--- src/rtl/sm83_pkg.sv ---
`default_nettype none
// ============================================================================
// Module      : sm83_pkg
// Description : Shared types and constants for the SM83 memory model,
//               including the OAM DMA engine state encoding.
// Revision    : 1.0 - initial release
// ============================================================================
package sm83_pkg;

  typedef logic [15:0] addr_t;
  typedef logic [7:0]  data_t;

  // DMA engine sequencing states
  typedef enum logic [2:0] {
    DMA_IDLE  = 3'd0,
    DMA_DELAY = 3'd1,
    DMA_READ  = 3'd2,
    DMA_WRITE = 3'd3,
    DMA_GAP   = 3'd4
  } dma_state_t;

  localparam addr_t OAM_BASE     = 16'hFE00;
  localparam int    OAM_DMA_LEN  = 160;
  // Address the external decoder matches to raise reg_wen
  localparam addr_t DMA_REG_ADDR = 16'hFF46;

endpackage
`default_nettype wire

--- src/rtl/oam_dma_engine.sv ---
`default_nettype none
// ============================================================================
// Module      : oam_dma_engine
// Description : OAM DMA bus initiator. A CPU write to the DMA register copies
//               LENGTH bytes from {src_hi,8'h00} to DST_BASE, one byte per
//               CYCLES_PER_BYTE clocks, holding busy for the whole transfer.
//               Optional macro OAM_DMA_ECHO_FOLD_EN folds echo-RAM source
//               pages E0..FF down by 8'h20 when the register is latched.
// Revision    : 1.0 - initial release
// ============================================================================
module oam_dma_engine
  import sm83_pkg::*;
#(
  parameter int    LENGTH          = OAM_DMA_LEN,
  parameter int    CYCLES_PER_BYTE = 4,
  parameter int    START_DELAY     = 4,
  parameter addr_t DST_BASE        = OAM_BASE
) (
  input  logic        clk,
  input  logic        rst,
  input  logic        reg_wen,
  input  logic [7:0]  reg_wdata,
  output logic [7:0]  reg_rdata,
  output addr_t       mem_r_addr,
  input  data_t       mem_r_data,
  output addr_t       mem_w_addr,
  output data_t       mem_w_data,
  output logic        mem_wen,
  output logic        busy,
  output logic        done
);

  localparam logic [15:0] c_delay_load = 16'(START_DELAY - 1);
  localparam logic [15:0] c_gap_load   = 16'((CYCLES_PER_BYTE > 2) ? (CYCLES_PER_BYTE - 3) : 0);
  localparam logic        c_has_gap    = (CYCLES_PER_BYTE > 2);
  localparam logic [7:0]  c_last_idx   = 8'(LENGTH - 1);

  dma_state_t  r_state;
  dma_state_t  w_state_nxt;
  logic [15:0] r_cnt;
  logic [15:0] w_cnt_nxt;
  logic [7:0]  r_idx;
  logic [7:0]  w_idx_nxt;
  logic [7:0]  r_src_hi;
  logic [7:0]  r_reg;
  data_t       r_data;
  logic        r_done;
  logic        w_done_nxt;
  logic        w_slot_end;
  logic [7:0]  w_src_fold;

`ifdef OAM_DMA_ECHO_FOLD_EN
  // Echo RAM E000..FFFF mirrors C000..DFFF; read from the real page instead
  assign w_src_fold = (reg_wdata >= 8'hE0) ? (reg_wdata - 8'h20) : reg_wdata;
`else
  assign w_src_fold = reg_wdata;
`endif

  // State, shared slot/delay down-counter, byte index and done pulse
  always_ff @(posedge clk or posedge rst) begin
    if (rst) begin
      r_state <= DMA_IDLE;
      r_cnt   <= 16'd0;
      r_idx   <= 8'd0;
      r_done  <= 1'b0;
    end else begin
      r_state <= w_state_nxt;
      r_cnt   <= w_cnt_nxt;
      r_idx   <= w_idx_nxt;
      r_done  <= w_done_nxt;
    end
  end

  // Next-state sequencing; a register write restarts from any state
  always_comb begin
    w_state_nxt = r_state;
    w_cnt_nxt   = r_cnt;
    w_idx_nxt   = r_idx;
    w_done_nxt  = 1'b0;
    w_slot_end  = 1'b0;
    case (r_state)
      DMA_IDLE: begin
        w_state_nxt = DMA_IDLE;
      end
      DMA_DELAY: begin
        if (r_cnt == 16'd0) begin
          w_state_nxt = DMA_READ;
        end else begin
          w_cnt_nxt = r_cnt - 16'd1;
        end
      end
      DMA_READ: begin
        w_state_nxt = DMA_WRITE;
      end
      DMA_WRITE: begin
        if (c_has_gap) begin
          w_state_nxt = DMA_GAP;
          w_cnt_nxt   = c_gap_load;
        end else begin
          w_slot_end = 1'b1;
        end
      end
      DMA_GAP: begin
        if (r_cnt == 16'd0) begin
          w_slot_end = 1'b1;
        end else begin
          w_cnt_nxt = r_cnt - 16'd1;
        end
      end
      default: begin
        w_state_nxt = DMA_IDLE;
      end
    endcase

    if (w_slot_end) begin
      if (r_idx == c_last_idx) begin
        w_state_nxt = DMA_IDLE;
        w_done_nxt  = 1'b1;
      end else begin
        w_idx_nxt   = r_idx + 8'd1;
        w_state_nxt = DMA_READ;
      end
    end

    if (reg_wen) begin
      w_state_nxt = DMA_DELAY;
      w_cnt_nxt   = c_delay_load;
      w_idx_nxt   = 8'd0;
      w_done_nxt  = 1'b0;
    end
  end

  // DMA register: the source page used internally and the value read back
  always_ff @(posedge clk or posedge rst) begin
    if (rst) begin
      r_src_hi <= 8'h00;
      r_reg    <= 8'h00;
    end else if (reg_wen) begin
      r_src_hi <= w_src_fold;
      r_reg    <= reg_wdata;
    end
  end

  // Capture the source byte at the end of its READ cycle
  always_ff @(posedge clk or posedge rst) begin
    if (rst) begin
      r_data <= 8'h00;
    end else if (r_state == DMA_READ) begin
      r_data <= mem_r_data;
    end
  end

  // Bus outputs are decoded purely from registered state
  always_comb begin
    reg_rdata  = r_reg;
    busy       = (r_state != DMA_IDLE);
    done       = r_done;
    mem_wen    = (r_state == DMA_WRITE);
    mem_r_addr = (r_state == DMA_READ) ? {r_src_hi, r_idx} : 16'h0000;
    mem_w_addr = (r_state == DMA_WRITE) ? (DST_BASE + {8'h00, r_idx}) : 16'h0000;
    mem_w_data = (r_state == DMA_WRITE) ? r_data : 8'h00;
  end

endmodule
`default_nettype wire

--- config.mk ---
export PLATFORM = sky130hd
export DESIGN_NAME = oam_dma_engine
export DESIGN_NICKNAME = d
export VERILOG_FILES = /design/src/rtl/sm83_pkg.sv /design/src/rtl/oam_dma_engine.sv
export SDC_FILE = /design/constraint.sdc
export NUM_CORES = 1
export LEC_CHECK = 0
export CAP_MARGIN = 30
export CORE_MARGIN = 1
export CORE_UTILIZATION = 53
export CTS_BUF_LIST = sky130_fd_sc_hd__clkbuf_8
export CTS_CLUSTER_SIZE = 8
export DETAILED_ROUTE_END_ITERATION = 8
export GPL_ROUTABILITY_DRIVEN = 0
export GPL_TIMING_DRIVEN = 0
export PLACE_DENSITY_LB_ADDON = 0.05
export SETUP_SLACK_MARGIN = 0.05
export SYNTH_ARGS = -nofsm -noshare
export SYNTH_HDL_FRONTEND = slang
export SYNTH_SLANG_ARGS = --single-unit
--- constraint.sdc ---
create_clock -name clk -period 3.5 [get_ports clk]
set_input_delay 0.35 -clock clk [delete_from_list [all_inputs] [get_ports clk]]
set_output_delay 0.35 -clock clk [all_outputs]
set_load 0.05 [all_outputs]
* Word level (Yosys, flattened, before mapping)
Index checks and enable logic that the tools add are counted.
** Cells by class
- Add/subtract/negate cells :: 3
- Multiply operators :: 0
- Divide/modulo/power cells :: 0
- $lt $le $gt $ge :: 0
- Equality and inequality tests :: 9
- Shifts and indexed selects :: 0
- Mux-type cells :: 19
- Bitwise logic cells :: 0
- Reduce and logical (&&, ||, !) cells :: 8
** Operators with widths (number)
- 2-to-1 mux 16 bit :: 4
- 2-to-1 mux 8 bit :: 4
- case mux 16 bit (2 select lines) :: 1
- logical NOT 16 bit :: 1
- subtractor 16 x 1 -> 16 bit, second input constant :: 1
- case mux 3 bit (4 select lines) :: 1
- adder 10 x 9 -> 11 bit, first input constant :: 1
- 2-to-1 mux 3 bit :: 3
- adder 8 x 1 -> 8 bit, second input constant :: 1
- == test 8 bit, second input constant :: 1
- == test 3 x 2 -> 1 bit, second input constant :: 2
- != test 3 bit, second input constant :: 2
- AND reduction 2 bit :: 3
- nonzero test 3 bit :: 2
- 2-to-1 mux 1 bit :: 5
- != test 4 bit, second input constant :: 1
- == test 3 x 1 -> 1 bit, second input constant :: 1
- == test 3 bit, second input constant :: 1
- 2-to-1 mux 2 bit :: 1
- != test 2 bit, second input constant :: 1
- nonzero test 2 bit :: 1
- OR reduction 2 bit :: 1
** Word-level totals
- Flip-flop bits (word level) :: 44
- Latch bits :: 0
- Bits in writable memories :: 0
- Memory bits (read-only) :: 0
- Input port bits :: 19
- Output and inout port bits :: 51
- Word-level logic and storage cells :: 45
- Memories :: 0

* Longest topological paths before layout
- Word-level depth :: 5
- Gate-level depth with buffers :: 8
- Depth with buffers taken out :: 7

* Least setup slack after synthesis
No wires, ideal clock.
- Kind :: flip-flop to output port
- Start point :: reg r_state[2]
- End point :: out mem_w_addr[7]
- Data arrival time :: 1.968 ns
- Data required time :: 3.150 ns
- Setup slack :: 1.182 ns
- Cell stages (with the launch flop) :: 5
- Path buffers :: 2
- Cell sequence :: dfrtp_1 > buf_2 > and3b_1 > clkbuf_1 > and2_1
** Between the ends
- Cells in the longest elaborated chain, start to end :: 2
** Ends and longest elaborated chain
- start: declaration :: line oam_dma_engine.sv:38 : dma_state_t r_state;
- start signal: assignment :: line oam_dma_engine.sv:67 : r_state <= w_state_nxt;
- == test 3 x 2 -> 1 bit
- named net mem_wen :: line oam_dma_engine.sv:28 : output logic mem_wen,
- 2-to-1 mux 16 bit :: line oam_dma_engine.sv:160 : mem_w_addr = (r_state == DMA_WRITE) ? (DST_BASE + {8'h00, r_idx}) : 16'h0000;
- end: declaration :: line oam_dma_engine.sv:26 : output addr_t mem_w_addr,
The timed path passes the listed nets, and every way through them passes these cells.

* Worst setup path after layout
- Start point :: reg r_state[1]
- End point :: out mem_r_addr[3]
** Between the ends
- Cells in the longest elaborated chain, start to end :: 2
** Ends and longest elaborated chain
- == test 3 x 2 -> 1 bit :: line oam_dma_engine.sv:159 : mem_r_addr = (r_state == DMA_READ) ? {r_src_hi, r_idx} : 16'h0000;
- 2-to-1 mux 16 bit :: line oam_dma_engine.sv:159
- end: declaration :: line oam_dma_engine.sv:24 : output addr_t mem_r_addr,
Every way passes these cells.

==> metrics.md <==
| Metric | Value |
|---|---|
| Status | complete, no violations |
| Final hold violation count | 0 |
| Portion of the post-synthesis area used by sequential elements | 0.451 |
| Critical Path RT | 3.15 ns |
| Global-route wire length before repair | 9.43 mm |
| Hold-fix buffers, CTS | 0 |
| Sum of routed wire length over all layers | 5.25 mm |
| Top Ports | 70 |
| Half-perimeter wire length after placement | 3.78 mm |
| Starting density of the core | 0.557 |
| Top post-synthesis cells by area | sky130_fd_sc_hd__dfrtp_1 45%, sky130_fd_sc_hd__and2_1 8.2%, sky130_fd_sc_hd__mux2_2 7.8% |
| Skew-Pair Late Insertion Delay | 0.29 ns |
| Highest metal layer with signal wires | met4 |
| Path class of the lowest-slack min-delay path | register to register |
| Area growth from synthesis to layout | 34.3% |
| Largest net degree at the start of global routing | 45 |
| Clock transition at the registers of the reported paths | 0.08 ns |
| Remaining DRCs | 0 |
| Maximum vdd ir drop | 0.000343 V |
| Post-Synthesis Mean Instance Area | 9.89 sq um |
| Die width | 69.9 um |
| Worst Min Path Start | r_data[4]$_DFFE_PP0N_ |
| Yosys synthesis warning count | 0 |
| Setup TNS after final layout | 0 ns |
| Most common flop cell mapped by yosys | sky130_fd_sc_hd__dfrtp_1 |
| Top-area cell type share of the netlist area | 0.451 |
| Category of the most critical setup path | register to primary output |
| Register bit count reported by yosys | 44 |
| Max-cap viol count | 0 |
| Aggregate global-route resource usage | 0.237 |
| Die area | 0.00489 sq mm |
| Global route overflow | 0 |
| Core ar. | 0.00438 sq mm |
| Site Rows | 24 |
| Post-placement cell area | 0.00319 sq mm |
| Normalized max-slew margin | 0.411 |
| Sink count of the clock tree | 44 |
| Data arrival time at the worst-slack endpoint | 2.80 ns |
| Diodes inserted | 0 |
| Largest clock skew in the final design | 0.00607 ns |
| Number of fill cells in the layout | 336 |
| Maximum level of the CTS H-tree | 2 |
| Post-Synthesis Net Count | 269 |
| Top cell type by total area after synthesis | sky130_fd_sc_hd__dfrtp_1 |
| Count of buffers added by post-CTS timing repair for setup | 0 |
| Number of input and output port buffers inserted | 68 |
| Leakage Power | 1.41 nW |
| Mean routed wirelength per cell | 14.0 um |
| Net count of the finished layout | 344 |
| Initial antenna violation count | 0 |
| Number of buffers added by the clock tree synthesis step | 5 |
| Top achievable clock speed | 0.318 GHz |
| Crit. End Element | primary output |
| Drt first-iter violations | 67 |
| Total Power | 1.67 mW |
| CTS tree | done |
| Post-layout util | 0.749 |
| Distinct cell type count after synthesis | 39 |
| Power Density | 509 mW/mm^2 |
| Portion of the clock cycle consumed by the worst path in the final layout | 0.899 |
| Fraction of final layout cells with drive strength greater than 1 | 0.133 |
| Vert. Die Dim | 69.9 um |
| Most instantiated library cell after synthesis | sky130_fd_sc_hd__dfrtp_1 |
| Launching element of the worst setup path | r_state[1]$_DFFE_PP0P_ |
| Router iterations before antenna repair | 4 |
| Post-DRT Antenna Nets | 0 |
| Gate count after technology mapping | 247 |
| Number of max-slew violations in the final report | 0 |
| Count of placed standard cells including taps | 367 |
| Clk root buf | sky130_fd_sc_hd__clkbuf_8 |
| Final-report setup violation count | 0 |
| Critical register-to-register path startpoint | r_cnt[0]$_DFFE_PP0P_ |
| Worst hold path stage count | 1 |
| Worst slew pin tran | 0.882 ns |
| Area of the mapped netlist | 0.00244 sq mm |
| RSZ-0062 raised after global routing | no |
| Number of global-route vias before repair | 2040 |
| Met3 wire length | 297 um |
| CP Max Fanout | 10 |
| Clock Tree Buf Depth | 2 |
| Wire length on met2 | 2.54 mm |
| Total vias in the final route | 1990 |
| Average via count per standard cell | 5.31 |
| Summed area of non-filler cells in the final layout | 0.00328 sq mm |
| Post-synth EDFFs | 0 |
| Async SR Flop Fraction | 1.00 |
| Startpoint class of the critical path | register |
| Final period demand of the worst path | 3.15 ns |
| Metal-1 WL | 2.38 mm |
| Commonest cells in the netlist | 44 x sky130_fd_sc_hd__dfrtp_1, 34 x sky130_fd_sc_hd__nor2_1, 32 x sky130_fd_sc_hd__and2_1, 17 x sky130_fd_sc_hd__mux2_2 |
| Post-cts gate resize count | 0 |
| Reg2Reg Depth | 7 |
| Non-filler cells, final | 375 |
-- stage by stage --
stage	setup WS (ns)	hold slack [ns]
floorplan	1.18	0.472
global placement	0.658	0.479
detailed placement	0.676	0.491
CTS	0.343	0.509
global route	0.179	0.534
finish	0.352	0.505
-- worst max-delay path, stage by stage (launching register included) --
cell	delay, ns
sky130_fd_sc_hd__dfrtp_1	0.47
sky130_fd_sc_hd__nor2b_1	0.19
sky130_fd_sc_hd__nor2b_1	0.14
sky130_fd_sc_hd__clkbuf_1	0.29
sky130_fd_sc_hd__clkbuf_1	0.41
sky130_fd_sc_hd__and2_1	0.20
sky130_fd_sc_hd__clkdlybuf4s50_1	0.81
-- placed cells by master, fill, tap and decap left out, types with 2 or more instances in the layout --
| master | count |
|---|---|
| sky130_fd_sc_hd__clkbuf_8 | 6 |
| sky130_fd_sc_hd__mux2_2 | 17 |
| sky130_fd_sc_hd__nand2_1 | 9 |
| sky130_fd_sc_hd__clkbuf_1 | 11 |
| sky130_fd_sc_hd__and2_1 | 32 |
| sky130_fd_sc_hd__nor3b_1 | 6 |
| sky130_fd_sc_hd__a21oi_1 | 4 |
| sky130_fd_sc_hd__nand3_1 | 9 |
| sky130_fd_sc_hd__nor4_1 | 2 |
| sky130_fd_sc_hd__ha_1 | 3 |
| sky130_fd_sc_hd__clkinv_2 | 2 |
| sky130_fd_sc_hd__or3_1 | 5 |
| sky130_fd_sc_hd__xnor2_1 | 9 |
| sky130_fd_sc_hd__buf_4 | 8 |
| sky130_fd_sc_hd__inv_1 | 2 |
| sky130_fd_sc_hd__nor2_1 | 34 |
| sky130_fd_sc_hd__xor2_1 | 11 |
| sky130_fd_sc_hd__nor3_1 | 8 |
| sky130_fd_sc_hd__nor2b_1 | 4 |
| sky130_fd_sc_hd__nand4b_1 | 2 |
| sky130_fd_sc_hd__clkdlybuf4s50_1 | 68 |
| sky130_fd_sc_hd__dfrtp_1 | 44 |
| sky130_fd_sc_hd__nand4_1 | 4 |
| sky130_fd_sc_hd__or4_1 | 3 |
| sky130_fd_sc_hd__nor4_2 | 2 |
-- sequential cells by signal, summed over array words and instances, names as in the netlist --
register / flops
r_cnt: 16
r_data: 8
r_idx: 8
reg_rdata: 8
r_state: 3
done: 1
-- metal layers --
metal  vias up  track usage
met4         0       0.0756
met3         7       0.0390
li1        969            -
met2        78        0.392
met1       936        0.321
met5         -            0
-- power by group --
group          leakage [nW]  internal, mW  switching [mW]
logic                 0.781         0.281           0.367
clock network        0.0510         0.158           0.171
registers             0.582         0.598          0.0960
total                  1.41          1.04           0.634
-- final timing paths --
| path | end | slack, ns |
|---|---|---|
| worst max-delay path | mem_r_addr[3] | 0.35 |
| worst max register to register | r_idx[1]$_DFFE_PP0P_ | 1.11 |
| max in group asynchronous | r_idx[5]$_DFFE_PP0P_ | 2.39 |
| min in group asynchronous | r_cnt[13]$_DFFE_PP0P_ | 0.56 |
| worst min register to register | r_data[4]$_DFFE_PP0N_ | 0.51 |
| worst min-delay path | r_data[4]$_DFFE_PP0N_ | 0.51 |
-- layout make-up --
type | count | area [sq um] | area share
plain buffers | 20 | 106 | 0.0324
flip-flops and latches | 44 | 1100 | 0.335
clock buffers | 6 | 82.6 | 0.0252
clock inverters | 2 | 10.0 | 0.00305
well taps | 52 | 65.1 | 0.0198
inverters | 3 | 11.3 | 0.00343
multi-input cells | 180 | 1220 | 0.373
repair buffers | 68 | 681 | 0.207
-- kinds of logic (layout without fill, tap and decap cells) --
kind of cell	Yosys count	after routing	synth area share
flip-flops	44	44	0.451
multiplexers	18	18	0.0824
AND/OR/NAND/NOR	130	130	0.310
adder cells (fa/ha/maj)	3	3	0.0154
AO/OA/AOI/OAI	8	8	0.0200
other	1	1	0.00153
XOR/XNOR	20	20	0.0717
buffers and inverters	23	99	0.0481
Note: power is estimated with default switching activity, not from simulation.
